<file path="src/rtl/sseg_pkg.sv">
// Shared constants for the seven-segment scan driver: active-low segment table,
// the all-off pattern and the parameter legality ranges.
package sseg_pkg;

    localparam logic [6:0] SSEG_OFF = 7'h7F;

    // Active-low {g,f,e,d,c,b,a} patterns for nibble values 0..F
    localparam logic [6:0] SEG_TABLE [16] = '{
        7'h40, 7'h79, 7'h24, 7'h30, 7'h19, 7'h12, 7'h02, 7'h78,
        7'h00, 7'h10, 7'h08, 7'h03, 7'h46, 7'h21, 7'h06, 7'h0E
    };

    localparam int MIN_DIGITS   = 2;
    localparam int MAX_DIGITS   = 16;
    localparam int MIN_SCAN_DIV = 32;
    localparam int SUB_SLOTS    = 16;

    function automatic bit params_legal(input int num_digits, input int scan_div,
                                        input int blank_cycles);
        return (num_digits >= MIN_DIGITS) && (num_digits <= MAX_DIGITS) &&
               (scan_div >= MIN_SCAN_DIV) && ((scan_div % SUB_SLOTS) == 0) &&
               (blank_cycles >= 0) && (blank_cycles < (scan_div / SUB_SLOTS));
    endfunction

endpackage

</file>
<file path="src/rtl/sseg_decode.sv">
// Combinational nibble to active-low seven-segment pattern lookup.
module sseg_decode
    import sseg_pkg::*;
(
    input  logic [3:0] nibble,
    output logic [6:0] seg
);

    // Table lookup; every nibble value has an entry
    always_comb begin
        seg = SSEG_OFF;
        seg = SEG_TABLE[nibble];
    end

endmodule

</file>
<file path="src/rtl/scan_sseg_mux.sv">
// Time-multiplexed common-anode seven-segment driver with dead-time, PWM brightness
// and frame-aligned shadow loading. Define SSEG_LZB_EN for leading-zero blanking.
module scan_sseg_mux
    import sseg_pkg::*;
#(
    parameter int NUM_DIGITS   = 4,
    parameter int SCAN_DIV     = 50000,
    parameter int BLANK_CYCLES = 500
) (
    input  logic                    clk,
    input  logic                    reset_n,
    input  logic [4*NUM_DIGITS-1:0] hex_digits,
    input  logic [NUM_DIGITS-1:0]   dp_in,
    input  logic [NUM_DIGITS-1:0]   digit_en,
    input  logic                    update_req,
    output logic                    update_ack,
    input  logic [3:0]              brightness,
    output logic [NUM_DIGITS-1:0]   an,
    output logic [6:0]              sseg,
    output logic                    dp,
    output logic                    frame_start
);

    localparam int PCNT_W  = $clog2(SCAN_DIV);
    localparam int IDX_W   = $clog2(NUM_DIGITS);
    localparam int SUB_LEN = SCAN_DIV / SUB_SLOTS;
    localparam int SUBC_W  = $clog2(SUB_LEN);

    localparam logic [PCNT_W-1:0] PCNT_MAX = PCNT_W'(SCAN_DIV - 1);
    localparam logic [PCNT_W-1:0] BLANK_P  = PCNT_W'(BLANK_CYCLES);
    localparam logic [IDX_W-1:0]  IDX_MAX  = IDX_W'(NUM_DIGITS - 1);
    localparam logic [SUBC_W-1:0] SUBC_MAX = SUBC_W'(SUB_LEN - 1);

    if (!params_legal(NUM_DIGITS, SCAN_DIV, BLANK_CYCLES)) begin : g_param_check
        $error("scan_sseg_mux: illegal NUM_DIGITS/SCAN_DIV/BLANK_CYCLES");
    end

    logic [PCNT_W-1:0]       pcnt_r;
    logic [SUBC_W-1:0]       subc_r;
    logic [3:0]              sub_r;
    logic [IDX_W-1:0]        idx_r;
    logic [4*NUM_DIGITS-1:0] shadow_hex_r;
    logic [NUM_DIGITS-1:0]   shadow_dp_r;
    logic [NUM_DIGITS-1:0]   shadow_en_r;
    logic                    load_r;

    logic                    bnd_s;
    logic                    lit_s;
    logic                    digit_blank_s;
    logic                    fs_s;
    logic [3:0]              cur_nib_s;
    logic [6:0]              dec_seg_s;
    logic [NUM_DIGITS-1:0]   an_s;
    logic [6:0]              seg_s;
    logic                    dp_s;

    assign bnd_s = (pcnt_r == PCNT_MAX) && (idx_r == IDX_MAX);

    // Prescaler, sub-slot tracker and digit index; sub_r mirrors pcnt_r / SUB_LEN
    // without a divider because SCAN_DIV is an exact multiple of 16
    always_ff @(posedge clk or negedge reset_n) begin
        if (!reset_n) begin
            pcnt_r <= '0;
            subc_r <= '0;
            sub_r  <= 4'd0;
            idx_r  <= '0;
        end else if (pcnt_r == PCNT_MAX) begin
            pcnt_r <= '0;
            subc_r <= '0;
            sub_r  <= 4'd0;
            idx_r  <= (idx_r == IDX_MAX) ? '0 : idx_r + IDX_W'(1);
        end else begin
            pcnt_r <= pcnt_r + PCNT_W'(1);
            if (subc_r == SUBC_MAX) begin
                subc_r <= '0;
                sub_r  <= sub_r + 4'd1;
            end else begin
                subc_r <= subc_r + SUBC_W'(1);
            end
        end
    end

    // Shadow capture only at the frame boundary so a frame never mixes old and new data
    always_ff @(posedge clk or negedge reset_n) begin
        if (!reset_n) begin
            shadow_hex_r <= '0;
            shadow_dp_r  <= '0;
            shadow_en_r  <= '1;
            load_r       <= 1'b0;
        end else begin
            load_r <= bnd_s & update_req;
            if (bnd_s && update_req) begin
                shadow_hex_r <= hex_digits;
                shadow_dp_r  <= dp_in;
                shadow_en_r  <= digit_en;
            end else begin
                shadow_hex_r <= shadow_hex_r;
                shadow_dp_r  <= shadow_dp_r;
                shadow_en_r  <= shadow_en_r;
            end
        end
    end

`ifdef SSEG_LZB_EN
    logic [NUM_DIGITS-1:0] blank_r;
    logic [NUM_DIGITS-1:0] blank_s;
    logic                  zero_run_s;

    // Digit k blanks when it and every higher digit are zero; digit 0 never blanks
    always_comb begin
        blank_s    = '0;
        zero_run_s = 1'b1;
        for (int k = NUM_DIGITS - 1; k >= 1; k--) begin
            zero_run_s = zero_run_s & (hex_digits[4*k +: 4] == 4'd0);
            blank_s[k] = zero_run_s;
        end
    end

    // Blank mask travels with the shadow so it adds no output latency
    always_ff @(posedge clk or negedge reset_n) begin
        if (!reset_n) begin
            blank_r <= '0;
        end else if (bnd_s && update_req) begin
            blank_r <= blank_s;
        end else begin
            blank_r <= blank_r;
        end
    end

    assign digit_blank_s = blank_r[idx_r];
`else
    assign digit_blank_s = 1'b0;
`endif

    assign cur_nib_s = shadow_hex_r[{idx_r, 2'b00} +: 4];

    sseg_decode u_decode (
        .nibble (cur_nib_s),
        .seg    (dec_seg_s)
    );

    // Anode/segment selection for the current slot; dead-time and PWM gate the anode
    always_comb begin
        an_s  = '0;
        seg_s = SSEG_OFF;
        dp_s  = 1'b1;
        lit_s = (pcnt_r >= BLANK_P) && (sub_r <= brightness) && shadow_en_r[idx_r];
        fs_s  = (pcnt_r == '0) && (idx_r == '0);
        if (lit_s) begin
            an_s[idx_r] = 1'b1;
            seg_s       = digit_blank_s ? SSEG_OFF : dec_seg_s;
            dp_s        = ~shadow_dp_r[idx_r];
        end else begin
            an_s  = '0;
            seg_s = SSEG_OFF;
            dp_s  = 1'b1;
        end
    end

    // Output registers; ack is delayed one extra stage to coincide with frame_start
    always_ff @(posedge clk or negedge reset_n) begin
        if (!reset_n) begin
            an          <= '0;
            sseg        <= SSEG_OFF;
            dp          <= 1'b1;
            frame_start <= 1'b0;
            update_ack  <= 1'b0;
        end else begin
            an          <= an_s;
            sseg        <= seg_s;
            dp          <= dp_s;
            frame_start <= fs_s;
            update_ack  <= load_r;
        end
    end

endmodule
</file>
<file path="config.mk">
export PLATFORM = sky130hd
export DESIGN_NAME = scan_sseg_mux
export DESIGN_NICKNAME = d
export VERILOG_FILES = /design/src/rtl/sseg_pkg.sv /design/src/rtl/sseg_decode.sv /design/src/rtl/scan_sseg_mux.sv
export SDC_FILE = /design/constraint.sdc
export NUM_CORES = 1
export LEC_CHECK = 0
export CELL_PAD_IN_SITES_DETAIL_PLACEMENT = 2
export CELL_PAD_IN_SITES_GLOBAL_PLACEMENT = 2
export CORE_AREA = 8 8 104 106
export DETAILED_ROUTE_END_ITERATION = 10
export DIE_AREA = 0 0 112 114
export PLACE_DENSITY = 0.88
export SLEW_MARGIN = 20
export SYNTH_ARGS = -nofsm -noshare
export SYNTH_HDL_FRONTEND = slang
export SYNTH_SLANG_ARGS = --single-unit
</file>
<file path="constraint.sdc">
create_clock -name clk -period 6 [get_ports clk]
set_input_delay 1.2 -clock clk [delete_from_list [all_inputs] [get_ports clk]]
set_output_delay 1.2 -clock clk [all_outputs]
set_load 0.02 [all_outputs]
</file>
==> impl_metrics.tcl, run 1 <==
set metrics [dict create \
    grt_start_max_net_pins 74 \
    portBuffers 44 \
    grt.total_usage 0.159 \
    setup_viol 0 \
    crit_start "sseg[3]$_DFF_PN1_" \
    dr.first_iter.drc_count 88 \
    crit_arrival_ns 1.49 \
    required_ns 4.80 \
    syn2layout_area_growth_pct 20.8 \
    synth_seq_area_share 0.512 \
    routabilityCongestion 0.797 \
    fp-row-count 35 \
    cts_root_buffer "clkbuf_8" \
    cpLargestDelayFamily "buffers and inverters" \
    p_leak_nw 1.90 \
    fp.coreArea_um2 9110 \
    maxSlewViolCount 0 \
    synthArstFlopShare 1.00 \
    tns_ns 0 \
    worstSetupEndpointType "primary output" \
    die_x_um 112 \
    met1_usage 0.179 \
    overflow 0 \
    critPathSlowestCell "clkdlybuf4s50_1" \
    nFillCells 940 \
    worst-path-buf-inv 1 \
    clk_latency_ns 0.36 \
    wire_per_inst_um 20.0 \
    hp-start "load_r$_DFF_PN0_" \
    ir_worst_vdd_mv 0.0950 \
    grt-busiest-layer "met2" \
    clk_path_buf_depth 2 \
    drt_first_pass_iters 4 \
    die_h_um 114 \
    status "complete, no violations" \
    maxCapViolations 0 \
    grt_pass1_vias 3026 \
    min_path_type "flip-flop to flip-flop" \
    ys_warn_count 0 \
    cellPowerDensity_nw_per_um2 210 \
    fin_worst_skew_ns 0.00910 \
    syn_nets 354 \
    cts_sinks 73 \
    yosys.area.top_type "dfrtp_1" \
    worst_slew_pin_slew_ns 0.938 \
    synthFlopType "dfrtp_1" \
    timing.hold.ws_ns 0.413 \
    cts_resized 0 \
    period_share 0.448 \
    pre_cts_ws_ns 2.76 \
    cts_max_level 3 \
    path_clk_slew_ns 0.08 \
    synth_top_area_share 0.424 \
    syn_avg_cell_area_um2 11.8 \
    drtAntennaViolNets 0 \
    reg2reg_from "pcnt_r[12]$_DFF_PN0_" \
    grt_util_met2 0.284 \
    place_hpwl_um 6750 \
    grt_antenna_before_repair 0 \
    start_util 0.395 \
    synth_seq_cells 73 \
    vias 2545 \
    critical_path_class "flip-flop to primary output" \
    synth-edff-count 0 \
    synthCells 304 \
    pin_count 45 \
    drc_errors 0 \
    grt_pass1_wl_um 15900 \
    ctsHoldBuffers 0 \
    die-area_um2 12800 \
    final_net_count 403 \
    grt_setup_unrepaired "no" \
    startpoint_type "flip-flop" \
    power_w 0.000914 \
    layout_setup_ws_ns 3.31 \
    wl_um 9360 \
    antennaDiodeCount 0 \
    drive_gt1_frac 0.193 \
    critical-path-max-stage-delay_ns 0.61 \
    yosysUniqueCellTypes 44 \
    cp_max_fo 1 \
    cts_buffers 9 \
    viasPerCell 5.43 \
    period_needed_ns 2.69 \
    path_cells "clkdlybuf4s50_1" \
    netlist_area_um2 3600 \
    synthTopCellsByArea "dfrtp_1 42%, dfstp_2 8.8%, mux2_2 8.1%" \
    fmax_mhz 372 \
    hold_viol_final 0 \
    maxSlewHeadroom 0.374 \
    cts_setup_buffers 0 \
    cts_tree "built" \
    use_met3 0.0328 \
]
-- registers in the layout, indices dropped and copies added, names as in the netlist --
name,flops
sseg,7
subc_r,12
pcnt_r,16
load_r,1
idx_r,2
an,4
shadow_en_r,4
frame_start,1
update_ack,1
sub_r,4
shadow_hex_r,16
dp,1
shadow_dp_r,4
-- layout make-up --
cell class              instances  area (µm²)  share of cell area
clock buffers                   9         124              0.0285
clock inverters                 7        71.3              0.0164
inverters                      19        71.3              0.0164
multi-input cells             203        1640               0.376
flip-flops and latches         73        1840               0.424
well taps                     111         139              0.0319
repair buffers                 47         465               0.107
-- layout by cell type (no fill, tap or decap), types with 4 or more instances in the layout --
cell             instances
xor2_1                  12
mux2i_1                  4
and2_1                   4
ha_1                    19
dfstp_2                 12
inv_1                   19
clkbuf_8                 9
dfrtp_1                 61
nor4_1                   5
nand2_1                 11
mux4_2                   6
clkdlybuf4s50_1         43
nand4_1                  7
nand3_1                 14
nor3_1                  10
mux2_2                  26
xnor2_1                 17
nor2_1                  31
-- report_power, final --
part	switching (W)	leakage, nW	internal, W
logic	0.0000139	0.858	0.0000182
clock network	0.000199	0.0912	0.000191
registers	0	0.949	0.000492
total	0.000213	1.90	0.000701
-- layer usage --
metal | up-vias | part of all wire
li1 | 1157 | -
met1 | 1328 | 0.42
met2 | 46 | 0.53
met3 | 14 | 0.030
met4 | 0 | 0.021
met5 | - | 0
-- cells by family after synthesis --
group | count (synthesis) | synth area share
buffers and inverters | 28 | 0.0341
DFF | 73 | 0.512
xor gates and xnor gates | 29 | 0.0706
adders and majority gates | 19 | 0.0660
AOI/OAI and AO/OA | 19 | 0.0417
muxes | 36 | 0.130
and+or+nand+nor | 100 | 0.146
-- Yosys cell counts, drive strengths merged (2+ instances only) --
master  number
or3          2
nand4b       3
and2         4
mux4         6
inv         19
nand4        7
o21bai       2
mux2        26
o21a         2
nand3       14
nor3b        2
or4          2
and4         2
ha          19
o221ai       3
dfrtp       61
nor4         5
and3         2
a21oi        3
nor2        31
buf          5
nor3        11
nand2       11
dfstp       12
nand2b       2
xnor2       17
mux2i        4
clkbuf       4
xor2        12
-- worst paths after layout --
path / end / slack, ns / cells after the start
worst max-delay path: sseg[3] / 3.31 / 1
worst min-delay path: update_ack$_DFF_PN0_ / 0.41 / 0
worst max register to register: shadow_hex_r[10]$_DFFE_PN0P_ / 3.41 / 5
worst min register to register: update_ack$_DFF_PN0_ / 0.41 / 0
max in group asynchronous: subc_r[2]$_DFF_PN0_ / 4.32 / 2
min in group asynchronous: pcnt_r[12]$_DFF_PN0_ / 1.04 / 2
-- per-stage QoR --
stage	util	cells	instance area [µm²]
6_report	0.477	469	4350
5_1_grt	0.477	469	4350
4_1_cts	0.476	468	4330
3_5_place_dp	0.454	452	4140
3_3_place_gp	0.454	452	4140
2_1_floorplan	-	304	3600
Power figures use the tool's default switching activity.
==> inputs of run 2 (changes only) <==
--- a/config.mk
+++ b/config.mk
@@ -7,10 +7,10 @@
 export LEC_CHECK = 0
 export CELL_PAD_IN_SITES_DETAIL_PLACEMENT = 2
 export CELL_PAD_IN_SITES_GLOBAL_PLACEMENT = 2
-export CORE_AREA = 8 8 104 106
+export CORE_AREA = 8 8 114 116
 export DETAILED_ROUTE_END_ITERATION = 10
-export DIE_AREA = 0 0 112 114
-export PLACE_DENSITY = 0.88
+export DIE_AREA = 0 0 122 124
+export PLACE_DENSITY = 0.77
 export SLEW_MARGIN = 20
 export SYNTH_ARGS = -nofsm -noshare
 export SYNTH_HDL_FRONTEND = slang
==> constraint.sdc (replaced) <==
create_clock -name clk -period 2.3 [get_ports clk]
set_input_delay 0.46 -clock clk [delete_from_list [all_inputs] [get_ports clk]]
set_output_delay 0.46 -clock clk [all_outputs]
set_load 0.02 [all_outputs]
==> impl_metrics.tcl, run 2 (synthesis results as in run 1) <==
set metrics [dict create \
    fin_worst_skew_ns 0.00976 \
    p_switching_w 0.000611 \
    period_needed_ns 2.25 \
    critical-path-max-stage-delay_ns 0.55 \
    grt_setup_unrepaired "no" \
    place_hpwl_um 6840 \
    final_net_count 416 \
    die_h_um 124 \
    crit_arrival_ns 2.46 \
    pwr-share-seq 0.427 \
    wl_um 10700 \
    pre_cts_ws_ns -0.0503 \
    viasPerCell 5.01 \
    layout_setup_ws_ns 0.0500 \
    fmax_mhz 444 \
    clk_latency_ns 0.34 \
    min_path_type "input port to async pin" \
    grt_pass1_vias 3038 \
    critical_path_class "flip-flop to flip-flop" \
    critPathSlowestCell "or4_4" \
    p_leak_nw 2.06 \
    pin_count 45 \
    drc_errors 0 \
    top_regs "pcnt_r (16), shadow_hex_r (16), subc_r (12)" \
    internal_power_w 0.00240 \
    path_clk_slew_ns 0.06 \
    cts_sinks 73 \
    worst-path-buf-inv 2 \
    final_cell_mix "61 x dfrtp_1, 43 x clkdlybuf4s50_1, 31 x nor2_1, 26 x mux2_2" \
    vias 2576 \
    cpLargestDelayFamily "simple AND/OR/NAND/NOR gates" \
    maxCapViolations 0 \
    grt.total_usage 0.149 \
    final_common_cell "dfrtp_1" \
    cts_tree "built" \
    die-area_um2 15100 \
    cts_root_buffer "clkbuf_16" \
    period_share 0.978 \
    cellPowerDensity_nw_per_um2 639 \
    pwr-share-clk 0.543 \
    cts_buffers 9 \
    wire_per_inst_um 20.9 \
    power_w 0.00301 \
    die_x_um 122 \
    cp_max_fo 6 \
    status "complete, no violations" \
    maxSlewHeadroom 0.662 \
    fp.coreArea_um2 11200 \
    setup_viol 0 \
    ir_worst_vdd_mv 0.380 \
    grt_pass1_wl_um 17000 \
    clk_path_buf_depth 2 \
    required_ns 2.51 \
    path_cells "or4_4 > or3_4 > nor3_4 > buf_12 > clkbuf_16 > mux2_2" \
    routabilityCongestion 0.738 \
    grt_antenna_before_repair 0 \
    switching_share 0.203 \
    overflow 0 \
    start_util 0.322 \
    cts_max_level 3 \
    antennaDiodeCount 0 \
    power.share.combinational 0.030 \
    maxSlewViolCount 0 \
    drt_first_pass_iters 4 \
    startpoint_type "flip-flop" \
    dr.first_iter.drc_count 136 \
    portBuffers 44 \
    drive_gt1_frac 0.224 \
    drtAntennaViolNets 0 \
    hold_viol_final 0 \
    grt_start_max_net_pins 74 \
    worstSetupEndpointType "flip-flop" \
    fp-row-count 39 \
    syn2layout_area_growth_pct 30.7 \
    worst_slew_pin_slew_ns 0.493 \
]
==> run 2: changes by cell type in the layout (fill, tap and decap cells not counted), sizes merged <==
| cell | change |
|---|---|
| buf | +12 |
| bufinv | +2 |
| clkbuf | +1 |
| clkinvlp | -3 |
| inv | +1 |
==> run 2: worst paths after layout <==
check,from,endpoint,slack [ns],cells past startpoint
setup / recovery,pcnt_r[12]$_DFF_PN0_,shadow_hex_r[3]$_DFFE_PN0P_,0.05,6
hold / removal,reset_n,shadow_hex_r[4]$_DFFE_PN0P_,0.16,2
setup reg to reg,pcnt_r[12]$_DFF_PN0_,shadow_hex_r[3]$_DFFE_PN0P_,0.05,6
hold reg to reg,load_r$_DFF_PN0_,update_ack$_DFF_PN0_,0.36,0
max in group asynchronous,reset_n,shadow_en_r[1]$_DFFE_PN1P_,1.79,2
min in group clk,load_r$_DFF_PN0_,update_ack$_DFF_PN0_,0.36,0
==> run 2: metrics by stage <==
| stage | cell area (µm²) | hold WS [ns] | instances | TNS [ns] | utilization |
|---|---|---|---|---|---|
| after floorplan | 3600 | 0.164 | 304 | 0 | - |
| after global placement | 4290 | 0.365 | 495 | 0 | 0.383 |
| after detailed placement | 4290 | 0.336 | 495 | -0.0906 | 0.383 |
| after CTS | 4680 | 0.173 | 513 | 0 | 0.418 |
| after global routing | 4700 | 0.187 | 514 | 0 | 0.421 |
| final | 4700 | 0.156 | 514 | 0 | 0.421 |
==> run 2: cell type report <==
| type | count | area (µm²) |
|---|---|---|
| well taps | 143 | 179 |
| clock inverters | 7 | 118 |
| inverters | 19 | 71.3 |
| clock buffers | 9 | 225 |
| flip-flops and latches | 73 | 1840 |
| repair buffers | 60 | 631 |
| fillers | 1124 | 6470 |
| multi-input cells | 203 | 1640 |
==> run 2: timing repair <==
action                                  CTS  global route
pin swaps                                 1             0
endpoints found under the setup margin   10            20
hold buffers                              0             0
resized for setup                         1             1
endpoints found under the hold margin     0             0
cloned                                    1             1
setup buffers                             1             0
==> run 2: per-layer routing <==
layer  routed length [µm]  vias to the layer above  share of wire  GRT usage
li1                     -                     1192              -          -
met1                 4290                     1330           0.40      0.162
met2                 5880                       40           0.55      0.276
met3                  362                       14          0.034     0.0345
met4                  215                        0          0.020     0.0540
met5                    0                        -              0          0
==> run 2: power by group through the flow <==
stage / registers (W) / logic (W) / clock network, W
after floorplan: 0.00131 / 0.00000545 / 0
after global placement: 0.00131 / 0.0000894 / 0
after detailed placement: 0.00131 / 0.0000913 / 0
after CTS: 0.00128 / 0.0000918 / 0.00168
after global routing: 0.00128 / 0.0000972 / 0.00172
final: 0.00129 / 0.0000890 / 0.00163
==> run 2: worst reg2reg max path, cell delays in order (launching register included) <==
cell and delay (ns):
dfrtp_1 0.38, or4_4 0.55, or3_4 0.41, nor3_4 0.17
buf_12 0.15, clkbuf_16 0.15, mux2_2 0.33
==> inputs of run 3 (changes only) <==
--- a/config.mk
+++ b/config.mk
@@ -5,6 +5,7 @@
 export SDC_FILE = /design/constraint.sdc
 export NUM_CORES = 1
 export LEC_CHECK = 0
+export CAP_MARGIN = 10
 export CELL_PAD_IN_SITES_DETAIL_PLACEMENT = 2
 export CELL_PAD_IN_SITES_GLOBAL_PLACEMENT = 2
 export CORE_AREA = 8 8 114 116
==> results of run 3 <==
Final layout, timing and power as in run 2 (identical DEF).
